### src/rtl/axis_circular_reader.sv
// Reads a window out of a circular BRAM capture buffer and streams it out
// over AXI4-Stream, starting at a trigger position and wrapping at the top.
module axis_circular_reader #(
  parameter int AXIS_TDATA_WIDTH = 32,
  parameter int BRAM_ADDR_WIDTH  = 16,
  parameter int CNTR_WIDTH       = 16
) (
  input  logic                        aclk,
  input  logic                        aresetn,
  input  logic [BRAM_ADDR_WIDTH-1:0]  cfg_start_addr,
  input  logic [CNTR_WIDTH-1:0]       cfg_length,
  input  logic                        start,
  output logic                        busy,
  output logic                        done,
  input  logic                        m_axis_tready,
  output logic [AXIS_TDATA_WIDTH-1:0] m_axis_tdata,
  output logic                        m_axis_tvalid,
  output logic                        m_axis_tlast,
  output logic                        bram_porta_clk,
  output logic                        bram_porta_rst,
  output logic [BRAM_ADDR_WIDTH-1:0]  bram_porta_addr,
  input  logic [AXIS_TDATA_WIDTH-1:0] bram_porta_rddata
);

  localparam logic [1:0] S_IDLE   = 2'd0;
  localparam logic [1:0] S_PRIME  = 2'd1;
  localparam logic [1:0] S_STREAM = 2'd2;
  localparam logic [1:0] S_FINISH = 2'd3;

  localparam logic [BRAM_ADDR_WIDTH-1:0] ADDR_ONE = 1;
  localparam logic [CNTR_WIDTH-1:0]      CNT_ONE  = 1;
  localparam logic [CNTR_WIDTH-1:0]      CNT_ZERO = '0;

  logic [1:0] rst_sync_q, rst_sync_d;
  logic       rst_n;

  assign rst_sync_d = {rst_sync_q[0], 1'b1};

  // Assert immediately, release two clocks later
  always_ff @(posedge aclk or negedge aresetn) begin
    if (!aresetn) rst_sync_q <= '0;
    else          rst_sync_q <= rst_sync_d;
  end

  assign rst_n = rst_sync_q[1];

  logic [1:0]                 state_q, state_d;
  logic                       start_q, start_d;
  logic                       armed_q, armed_d;
  logic [BRAM_ADDR_WIDTH-1:0] addr_q, addr_d;
  logic [CNTR_WIDTH-1:0]      rem_q, rem_d;
  logic                       busy_q, busy_d;
  logic                       done_q, done_d;

  logic start_edge;
  logic tvalid;
  logic fire;

  assign start_edge = start & ~start_q & armed_q;
  assign tvalid     = (state_q == S_STREAM);
  assign fire       = tvalid & m_axis_tready;

  always_comb begin
    state_d = state_q;
    start_d = start;
    armed_d = armed_q | ~start;
    addr_d  = addr_q;
    rem_d   = rem_q;
    busy_d  = busy_q;
    done_d  = done_q;
    unique case (state_q)
      S_IDLE: begin
        if (start_edge) begin
          addr_d  = cfg_start_addr;
          rem_d   = cfg_length;
          done_d  = 1'b0;
          busy_d  = 1'b1;
          state_d = (cfg_length != CNT_ZERO) ? S_PRIME : S_FINISH;
        end
      end
      S_PRIME: begin
        state_d = S_STREAM;
      end
      S_STREAM: begin
        if (fire) begin
          addr_d = addr_q + ADDR_ONE;
          rem_d  = rem_q - CNT_ONE;
          if (rem_q == CNT_ONE) state_d = S_FINISH;
        end
      end
      S_FINISH: begin
        done_d  = 1'b1;
        busy_d  = 1'b0;
        state_d = S_IDLE;
      end
      default: begin
        state_d = S_IDLE;
      end
    endcase
  end

  always_ff @(posedge aclk or negedge rst_n) begin
    if (!rst_n) begin
      state_q <= S_IDLE;
      start_q <= 1'b0;
      armed_q <= 1'b0;
      addr_q  <= '0;
      rem_q   <= '0;
      busy_q  <= 1'b0;
      done_q  <= 1'b0;
    end else begin
      state_q <= state_d;
      start_q <= start_d;
      armed_q <= armed_d;
      addr_q  <= addr_d;
      rem_q   <= rem_d;
      busy_q  <= busy_d;
      done_q  <= done_d;
    end
  end

  // Word on the bus always comes from addr_q; advance only on handshake
  assign bram_porta_addr = fire ? addr_q + ADDR_ONE : addr_q;
  assign bram_porta_clk  = aclk;
  assign bram_porta_rst  = ~aresetn;

  assign m_axis_tvalid = tvalid;
  assign m_axis_tlast  = tvalid & (rem_q == CNT_ONE);
  assign m_axis_tdata  = tvalid ? bram_porta_rddata : '0;

  assign busy = busy_q & (state_q != S_FINISH);
  assign done = done_q | (state_q == S_FINISH);

endmodule

### config.mk
export PLATFORM = sky130hd
export DESIGN_NAME = axis_circular_reader
export DESIGN_NICKNAME = d
export VERILOG_FILES = /design/src/rtl/axis_circular_reader.sv
export SDC_FILE = /design/constraint.sdc
export NUM_CORES = 1
export LEC_CHECK = 0
export CAP_MARGIN = 40
export CORE_ASPECT_RATIO = 0.9
export CORE_UTILIZATION = 35
export CTS_BUF_LIST = sky130_fd_sc_hd__clkbuf_4 sky130_fd_sc_hd__clkbuf_8 sky130_fd_sc_hd__clkbuf_16
export DETAILED_ROUTE_END_ITERATION = 7
export PLACE_DENSITY = 0.67
export SLEW_MARGIN = 20
export SYNTH_ARGS = -nofsm -noshare
export SYNTH_HDL_FRONTEND = slang
export SYNTH_SLANG_ARGS = --single-unit
### constraint.sdc
create_clock -name aclk -period 2.6 [get_ports aclk]
set_clock_uncertainty 0.2 [all_clocks]
set_input_delay 0.52 -clock aclk [delete_from_list [all_inputs] [get_ports aclk]]
set_output_delay 0.52 -clock aclk [all_outputs]
set_load 0.01 [all_outputs]
* After elaboration in Yosys (flattened, before gate mapping)
Cells that the tools add are included.
W data, S select, Z words.
** Operators by class
- Add/subtract/negate cells :: 2
- Multipliers :: 0
- Div/mod/pow operators :: 0
- Order comparisons :: 0
- Equal/unequal tests :: 8
- Shift-type cells :: 0
- Mux-type cells :: 16
- Bitwise gates (word level) :: 10
- Reduce and logical (&&, ||, !) cells :: 8
** Operators with widths (number)
- $mux W16 :: 4
- $pmux W16 S2 :: 2
- $mux W32 :: 1
- $add A16 B1 Y16 const B :: 1
- $eq A16 B1 Y1 const B :: 1
- $reduce_bool A16 Y1 :: 1
- $sub A16 B1 Y16 const B :: 1
- $mux W2 :: 4
- $pmux W2 S4 :: 1
- $reduce_and A3 Y1 :: 2
- $and A1 B1 Y1 :: 5
- $eq A2 B2 Y1 const B :: 2
- $ne A2 B1 Y1 const B :: 2
- $ne A2 B2 Y1 const B :: 2
- $pmux W1 S2 :: 2
- $reduce_and A2 Y1 :: 2
- $reduce_bool A2 Y1 :: 2
- $not A1 Y1 :: 3
- $eq A2 B1 Y1 const B :: 1
- $logic_not A2 Y1 :: 1
- $mux W1 :: 2
- $or A1 B1 Y1 :: 2
** Word-level totals
- Register bits :: 40
- Latch bits :: 0
- Bits in writable memories :: 0
- Memory bits (read-only) :: 0
- Input port bits :: 68
- Output and inout bits :: 54
- Logic and storage cells :: 52
- Memories kept :: 0

* Logic depth before layout (Yosys ltp)
- Depth in word-level cells :: 5
- Gate-level depth with buffers :: 8
- Mapped depth without buffers :: 7

==> results by group <==
STA
  • Slew HR: 0.656
  • Final Cycle Share: 1.11
  • RSZ-0062 raised after global routing: true
  • Slew Viols, Final: 0
  • Fin crit period: 2.88 ns
  • Tightest Pin Transition: 0.516 ns
  • Count of final hold-check violations: 0
  • Hold Slack: 0.0787 ns
  • Fin Setup TNS: -1.36 ns
  • Maximum clock rate: 347 MHz
  • Final worst slack: -0.281 ns
  • Final Setup Violations: 13

Yosys
  • Synth Warn #: 0
  • Synth cell types: 48
  • Avg Inst Size Synth: 7.89 um2
  • Mapped Area: 0.00298 mm2
  • Top-count cell post-synth: dfrtp_1
  • EDFF count, synth: 0
  • Top post-synthesis cells by area: dfrtp_1 (34%), and2_1 (7.4%), a21oi_1 (6.1%)
  • Synth Flop Type: dfrtp_1
  • Share of the synthesized area in the top cell type: 0.336
  • Gate count of the mapped netlist: 377
  • Syn Nets: 452
  • Synth area leader: dfrtp_1
  • FFs w/ async S/R, synth: 1.00
  • Synthesized flop and latch total: 40
  • Synth top cells by count: dfrtp_1 (40), nand2_1 (37), a21oi_1 (36)
  • Sequential element share of the synthesized area: 0.336

Run status
  • Status: finished, violations left
  • Violated checks: setup timing

Global routing
  • First-pass GRT wire length: 15200 um
  • Tot GR Track Use: 0.222
  • Pin count of the biggest net entering global routing: 39
  • Antenna violations before repair: 0
  • Vias in the first global route: 3241
  • Congestion Overflow GR: 0

Final layout
  • Nets: 633
  • Fin cells: 657
  • Share of post-route cells with drive strength above 1: 0.258
  • Area grow syn2layout: 70.2%
  • Post-layout util: 0.622
  • Ant. Diodes: 0

Power and ir drop
  • Power density cells: 976 mW/mm2
  • Maximum VDD drop: 0.414 mV
  • Leakage: 2.24 nW
  • Logic gate share of total power: 0.658
  • Sw power: 2.10 mW
  • Switch share: 0.424
  • Flop pwr share: 0.229
  • Internal: 2.85 mW
  • Clock Power Share: 0.113
  • Total power: 4.94 mW

Route
  • Drt initial violations: 186
  • DRT Wirelength: 9970 um
  • Final antenna-violating net count: 0
  • Vias: 3487
  • Vias per cell: 5.31
  • DRT Pass-1 Iters: 7
  • DRC Markers: 0
  • Wire length per cell: 15.2 um

Setup path
  • Startpoint Class: flip-flop
  • CP delay by family, top: simple AND/OR/NAND/NOR gates
  • WP buf/inv: 2
  • Largest stage delay on the critical path: 0.46 ns
  • Crit Path Class: reg -> out
  • Slowest library cell on the worst path: or4_4
  • Critical path endpoint category: primary output
  • Cell Chain, Critical Path: inv_2 > ha_4 > nand4_1 > or4_4 > or2_4 > xnor2_2 > buf_2
  • Worst Reg-to-Reg Cells: 11
  • Worst Path Required: 1.88 ns
  • Worst reg2reg endpoint: rem_q[12]$_DFFE_PN0P_
  • R2R Path Start: state_q[0]$_DFFE_PN0P_
  • Worst-path fanout max: 3
  • R2r setup slk: 0.16 ns
  • Crit path DAT: 2.16 ns

Placement
  • Cells after DPL: 626
  • GP Congestion: 0.834
  • HPWL Detailed: 6920 um
  • Port-buffer cells: 121

Job
  • # Max-Cap Violations: 0

Worst hold path
  • HP Class: in -> async

Floorplan
  • Die area: 0.00887 mm2
  • # IOs: 122
  • Initial Util: 0.365
  • Core ar.: 0.00815 mm2
  • Die Y: 89.5 um
  • Core Rows: 31
  • Die Width: 99.2 um

Clock network
  • Later-pin clock latency in the skew report: 0.41 ns
  • CTS tree: built
  • Clock-pin slew on the worst setup and hold paths: 0.08 ns
worst reg2reg max path, cell delays in order, from the launching register on:
cell and delay [ns]:
dfrtp_1 0.38, inv_2 0.07, ha_4 0.16, buf_6 0.13
clkbuf_16 0.15, buf_4 0.15, nor2b_1 0.26, a2bb2oi_2 0.26
buf_4 0.26, nand3_1 0.09, o21ai_0 0.11, a21oi_1 0.11
through the flow:
stage               cell area (um2)  worst slack (ns)
floorplan                      2980            0.0794
global placement               4650            -0.599
detailed placement             4650            -0.630
CTS                            4930            -0.245
global route                   5060            -0.381
finish                         5060            -0.281
worst max path at each step:
| stage | startpoint | to | slack [ns] | cells after the start |
|---|---|---|---|---|
| 2_1_floorplan | state_q[0]$_DFFE_PN0P_ | bram_porta_addr[9] | 0.08 | 6 |
| 3_3_place_gp | m_axis_tready | bram_porta_addr[9] | -0.60 | 6 |
| 5_1_grt | state_q[0]$_DFFE_PN0P_ | bram_porta_addr[15] | -0.38 | 9 |
| 4_1_cts | state_q[0]$_DFFE_PN0P_ | bram_porta_addr[9] | -0.24 | 7 |
| 3_5_place_dp | m_axis_tready | bram_porta_addr[9] | -0.63 | 6 |
| 6_report | state_q[0]$_DFFE_PN0P_ | bram_porta_addr[9] | -0.28 | 7 |
cells in the final DEF (no fill, tap or decap), types with 4 or more instances in the layout:
cell type         n
clkdlybuf4s50_1  68
buf_4            59
dfrtp_1          40
a21oi_1          36
nand2_1          35
and2_1           34
nor2_1           28
o21ai_0          24
clkdlybuf4s15_1  20
o22ai_1          18
mux2i_1          17
buf_2            15
nand3_1          14
buf_6            13
clkbuf_2          9
inv_1             8
clkbuf_8          8
nand4_1           7
nor4_1            7
dlygate4sd2_1     6
xnor2_1           5
nor2b_1           5
nor3_1            5
ha_1              5
xnor2_2           4
a31oi_1           4
logic make-up after synthesis:
kind of cell,after synthesis,share of synthesized area
compound gates,93,0.181
buf+inv,36,0.0530
flops,40,0.336
mux,18,0.0610
xor+xnor,15,0.0442
other cells,1,0.00126
simple gates,167,0.294
fa+ha+maj,7,0.0294
cell type report:
cell class / instances / area, um2
inverters: 10 / 37.5
clock buffers: 10 / 126
clock inverters: 1 / 5.00
well taps: 99 / 124
flip-flops and latches: 40 / 1000
multi-input cells: 301 / 1950
repair buffers: 196 / 1820
fillers: 678 / 3080
power by group through the flow:
stage          Clock [mW]  Sequential, mW  Combinational [mW]
2_1_floorplan      0.0317            1.12                1.65
3_3_place_gp       0.0391            1.12                2.94
3_5_place_dp       0.0391            1.13                2.99
4_1_cts             0.571            1.12                3.06
5_1_grt             0.601            1.18                3.54
6_report            0.558            1.13                3.25
per-layer routing:
layer / vias to the layer above / GRT usage / share of wire
li1: 1694 / - / -
met1: 1642 / 0.279 / 0.44
met2: 141 / 0.378 / 0.48
met3: 10 / 0.0477 / 0.063
met4: 0 / 0.0882 / 0.014
met5: - / 0 / 0
state kept, by name (all words and copies together) (netlist names):
| signal | flops |
|---|---|
| rst_sync_q | 2 |
| busy_q | 1 |
| addr_q | 16 |
| state_q | 2 |
| rem_q | 16 |
| done_q | 1 |
| armed_q | 1 |
| start_q | 1 |
what timing repair did:
item / CTS / global route
resized for setup: 130 / 58
hold buffers: 0 / 0
pin swaps: 11 / 8
cloned: 2 / 3
setup endpoints to repair: 53 / 47
buffers inserted: 12 / 7
(Power assumes the default switching activity.)
